### src/rtl/binary_gray_counter_mpc_if.sv
// Handshake bundle between the Gray-code producer and its consumer.
// The master side is the counter; the slave side drives the controls and accepts codes.
interface binary_gray_counter_mpc_if #(parameter int WIDTH = 4);
  logic             load;
  logic [WIDTH-1:0] bin_in;
  logic             en;
  logic             up;
  logic             out_ready;
  logic [WIDTH-1:0] GRAY;
  logic [WIDTH-1:0] bin_q;
  logic             out_valid;
  logic             wrap;

  modport master (
    input  load, bin_in, en, up, out_ready,
    output GRAY, bin_q, out_valid, wrap
  );

  modport slave (
    output load, bin_in, en, up, out_ready,
    input  GRAY, bin_q, out_valid, wrap
  );
endinterface

### src/rtl/binary_gray_counter_mpc.sv
// Up/down binary counter with a registered Gray-code view on a valid/ready output.
// load always wins; a step is taken only while the held code is not stalled.
module binary_gray_counter_mpc #(
  parameter int WIDTH = 4
) (
  input logic clk,
  input logic rst,
  binary_gray_counter_mpc_if.master bus
);
  typedef enum logic {IDLE = 1'b0, PRESENT = 1'b1} state_t;

  state_t           state, state_nxt;
  logic [WIDTH-1:0] bin_r, gray_r, bin_step;
  logic             wrap_r, stall, step_ok, step_wraps;

  assign stall      = bus.out_valid & ~bus.out_ready;
  assign step_ok    = bus.en & ~bus.load & ~stall;
  assign bin_step   = bus.up ? bin_r + 1'b1 : bin_r - 1'b1;
  assign step_wraps = bus.up ? (&bin_r) : ~(|bin_r);

  always_ff @(posedge clk) begin
    if (rst) state <= IDLE;
    else     state <= state_nxt;
  end

  always_comb begin
    state_nxt = state;
    if (bus.load || step_ok)
      state_nxt = PRESENT;
    else if (state == PRESENT && bus.out_ready)
      state_nxt = IDLE;
  end

  always_comb begin
    bus.out_valid = (state == PRESENT);
    bus.GRAY      = gray_r;
    bus.bin_q     = bin_r;
    bus.wrap      = wrap_r;
  end

  // Gray is encoded from the next binary value so both land on the same edge.
  always_ff @(posedge clk) begin
    if (rst) begin
      bin_r  <= '0;
      gray_r <= '0;
      wrap_r <= 1'b0;
    end else if (bus.load) begin
      bin_r  <= bus.bin_in;
      gray_r <= bus.bin_in ^ (bus.bin_in >> 1);
      wrap_r <= 1'b0;
    end else if (step_ok) begin
      bin_r  <= bin_step;
      gray_r <= bin_step ^ (bin_step >> 1);
      wrap_r <= step_wraps;
    end else begin
      wrap_r <= 1'b0;
    end
  end
endmodule

### src/flat_wrapper.sv
// flat-port wrapper written by rule: the top's interface ports become plain ports
module binary_gray_counter_mpc_flat 
#(
  parameter int WIDTH = 4
)
  (clk, rst, bus_load, bus_bin_in, bus_en, bus_up, bus_out_ready, bus_GRAY, bus_bin_q, bus_out_valid, bus_wrap);
  binary_gray_counter_mpc_if #(.WIDTH(WIDTH)) bus_i ();
  input logic clk;
  input logic rst;
  input wire logic [$bits(bus_i.load)-1:0] bus_load;
  input wire logic [$bits(bus_i.bin_in)-1:0] bus_bin_in;
  input wire logic [$bits(bus_i.en)-1:0] bus_en;
  input wire logic [$bits(bus_i.up)-1:0] bus_up;
  input wire logic [$bits(bus_i.out_ready)-1:0] bus_out_ready;
  output wire logic [$bits(bus_i.GRAY)-1:0] bus_GRAY;
  output wire logic [$bits(bus_i.bin_q)-1:0] bus_bin_q;
  output wire logic [$bits(bus_i.out_valid)-1:0] bus_out_valid;
  output wire logic [$bits(bus_i.wrap)-1:0] bus_wrap;
  assign bus_i.load = bus_load;
  assign bus_i.bin_in = bus_bin_in;
  assign bus_i.en = bus_en;
  assign bus_i.up = bus_up;
  assign bus_i.out_ready = bus_out_ready;
  assign bus_GRAY = bus_i.GRAY;
  assign bus_bin_q = bus_i.bin_q;
  assign bus_out_valid = bus_i.out_valid;
  assign bus_wrap = bus_i.wrap;
  binary_gray_counter_mpc #(.WIDTH(WIDTH)) u_core (.clk(clk), .rst(rst), .bus(bus_i));
endmodule
### config.mk
export PLATFORM = sky130hd
export DESIGN_NAME = binary_gray_counter_mpc_flat
export DESIGN_NICKNAME = d
export VERILOG_FILES = /design/src/rtl/binary_gray_counter_mpc_if.sv /design/src/rtl/binary_gray_counter_mpc.sv /design/src/flat_wrapper.sv
export SDC_FILE = /design/constraint.sdc
export NUM_CORES = 1
export LEC_CHECK = 0
export BUFFER_PORTS_ARGS = -buffer_cell sky130_fd_sc_hd__buf_2
export CAP_MARGIN = 10
export CORE_UTILIZATION = 45
export CTS_BUF_LIST = sky130_fd_sc_hd__clkbuf_4
export CTS_CLUSTER_DIAMETER = 100
export DETAILED_ROUTE_END_ITERATION = 8
export HOLD_SLACK_MARGIN = 0.05
export PLACE_DENSITY = 0.8
export RECOVER_POWER = 50
export REMOVE_ABC_BUFFERS = 1
export SYNTH_ARGS = -nofsm -noshare
export SYNTH_HDL_FRONTEND = slang
export SYNTH_SLANG_ARGS = --single-unit
### constraint.sdc
create_clock -name clk -period 5.7 [get_ports clk]
set_clock_uncertainty 0.15 [all_clocks]
set_input_delay 0.285 -clock clk [delete_from_list [all_inputs] [get_ports clk]]
set_output_delay 0.285 -clock clk [all_outputs]
set_load 0.005 [all_outputs]
==> results_dict.tcl <==
set metrics [dict create \
    status "complete, no violations" \
    grt_remaining_overflow 0 \
    worstSetupStartpointType "flop" \
    power.internal_mw 0.124 \
    dp_hpwl_um 1010 \
    max_freq_ghz 0.512 \
    cp.required_ns 5.70 \
    antenna_found_initial 0 \
    path_cells "fa_1 > xor2_1 > or4_1 > a21oi_1 > nor3b_2" \
    nets 101 \
    syn_area_per_cell_um2 8.85 \
    p_leak_nw 0.337 \
    cts.reportedPaths.clkPinSlew_ns 0.06 \
    wl_per_cell_um 12.6 \
    portBuffers 19 \
    cts_resized 0 \
    synth_cells 66 \
    rsz0062_at_grt "no" \
    switching_share_pct 30.8 \
    synth_top_area_share_pct 30.8 \
    maxCapViolCount 0 \
    period_share_pct 34.3 \
    cpPeakStageDelay_ns 0.46 \
    critPathTopFamily "simple AND/OR/NAND/NOR gates" \
    vias 567 \
    reg2reg_depth 5 \
    yosys.area.top_type "dfxtp_1" \
    first_iter_violations 13 \
    core_area_um2 1160 \
    peakVddDrop_mv 0.137 \
    layout-drive-gt1-share_pct 27.6 \
    critPathCaptureType "flop" \
    tightest_slew_ns 0.336 \
    yosys-top-cells-area "dfxtp_1 (31%), xor2_1 (7.5%), a211oi_1 (5.1%)" \
    yosys_warnings 0 \
    seq_area_frac_synth_pct 30.8 \
    numCtsBuffers 3 \
    cts_tree "built" \
    synth_area_um2 584 \
    num_rows 12 \
    grt_pass1_wl_um 2160 \
    clockBufferDepth 2 \
    cts_hold_buf 0 \
    slew_headroom_pct 77.5 \
    min_path_type "in -> reg" \
    grt_use_total_pct 22.3 \
    die_y_um 38.0 \
    pwr-share-seq_pct 41.4 \
    cts_setup_buffers 0 \
    pin_count 20 \
    htreeDepth 1 \
    ant_nets 0 \
    utilization_pct 60.7 \
    root_buffer "clkbuf_4" \
    hold_viol 0 \
    die-area_um2 1450 \
    power_frac_comb_pct 28.4 \
    cts.sinks 9 \
    p_sw_mw 0.0553 \
    final_common_cell "buf_2" \
    holdPathEnd "u_core.bus.bin_q[0]" \
    timing.rr.start "u_core.bus.bin_q[0]" \
    gp_congestion 0.859 \
    fin_setup_tns_ns 0 \
    crit_buf_inv 0 \
    drc 0 \
    drt_first_pass_iters 4 \
    final_cell_mix "buf_2 (16), dfxtp_1 (9), xor2_1 (5)" \
    regToRegSetupSlack_ns 3.75 \
    drt-vias-per-instance 5.61 \
    cp_slowest_cell "fa_1" \
    fillers 111 \
    path_max_fanout 7 \
    pwr-share-clk_pct 30.2 \
    area_growth_pct 20.1 \
    r2r_end "u_core.bus.GRAY[2]" \
    powerDensity_nw_per_um2 255 \
    grt_max_degree 11 \
    hold_depth 2 \
    path_class "reg -> reg" \
    yosysUniqueCellTypes 32 \
    drv_slew 0 \
    initial_core_util_pct 50.5 \
    die_w_um 38.0 \
    setup_violations 0 \
    grt_pass1_vias 539 \
    n_antenna_cell 0 \
    clk_latency_ns 0.26 \
    arrival_ns 1.96 \
    layout_min_cycle_time_ns 1.95 \
    ys_ff_latch 9 \
    wirelength_um 1270 \
    min-delay-start "rst" \
]
-- registers in the layout, summed over array words and instances, names as in the netlist --
register	flops
u_core.bus.bin_q	4
u_core.bus.GRAY	3
u_core.bus.out_valid	1
u_core.bus.wrap	1
-- cell usage after synthesis (all sizes together) --
cell	instances
nor4	1
dfxtp	9
o21ai	3
a21oi	3
a211oi	4
nor2b	1
nand3	2
buf	2
nor3	3
a21o	1
a221o	1
and2	1
or3	1
xnor2	3
or4	1
o31ai	1
ha	2
and3	2
nand4	2
inv	4
nor3b	1
nand2	4
xor2	5
nor2	3
mux2i	2
fa	1
nand2b	1
a31oi	2
-- through the flow --
stage	worst slack, ns	instance area (um^2)	power, mW	hold WS (ns)	std cells
after floorplan	3.83	566	0.108	0.204	64
after global placement	3.77	678	0.125	0.390	97
after detailed placement	3.72	678	0.127	0.405	97
after CTS	3.73	708	0.181	0.127	101
after global routing	3.68	702	0.191	0.153	101
final	3.75	702	0.179	0.133	101
-- power groups by stage --
stage	registers, mW	clock network, mW	logic [mW]
after global routing	0.0753	0.0582	0.0570
after global placement	0.0752	0	0.0496
after floorplan	0.0756	0	0.0324
after CTS	0.0742	0.0556	0.0516
final	0.0742	0.0541	0.0510
after detailed placement	0.0756	0	0.0511
-- routing by layer --
| layer | global-route usage [%] | up-vias | wire (um) |
|---|---|---|---|
| li1 | - | 283 | - |
| met4 | 11.6 | 0 | 24 |
| met5 | 0 | - | 0 |
| met3 | 11.6 | 7 | 82 |
| met1 | 25.4 | 256 | 545 |
| met2 | 33.5 | 21 | 617 |
-- cell type report --
cell class | count | area, um^2 | area share, %
Clock buffer | 4 | 30.0 | 4.28
Timing Repair Buffer | 19 | 91.3 | 13.0
Tap cell | 14 | 17.5 | 2.50
Sequential cell | 9 | 180 | 25.7
Inverter | 4 | 15.0 | 2.14
Multi-Input combinational cell | 51 | 368 | 52.4
-- logic make-up after synthesis --
logic type               share of synthesized area, %
flip-flops                                       30.8
multiplexers                                     3.43
adder cells (fa/ha/maj)                          7.71
XOR/XNOR                                         12.0
AND/OR/NAND/NOR                                  23.6
AO/OA/AOI/OAI                                    16.7
buffers and inverters                            5.78
-- worst max-delay path by stage --
| stage | startpoint | to | cells after the start |
|---|---|---|---|
| 2_1_floorplan | u_core.bus.bin_q[0] | u_core.bus.GRAY[2] | 5 |
| 3_3_place_gp | bus_up | u_core.bus.GRAY[2] | 7 |
| 3_5_place_dp | bus_up | u_core.bus.GRAY[2] | 7 |
| 4_1_cts | u_core.bus.bin_q[0] | u_core.bus.GRAY[2] | 5 |
| 5_1_grt | u_core.bus.bin_q[0] | u_core.bus.GRAY[2] | 5 |
| 6_report | u_core.bus.bin_q[0] | u_core.bus.GRAY[2] | 5 |
-- worst reg2reg max path, delay by kind of cell (launching register included) --
kind / cells / cell delay, ns
xor+xnor: 1 / 0.22
simple gates: 2 / 0.47
fa+ha+maj: 1 / 0.46
compound gates: 1 / 0.16
flops: 1 / 0.38
No activity file was read; power rests on OpenSTA's default activity.
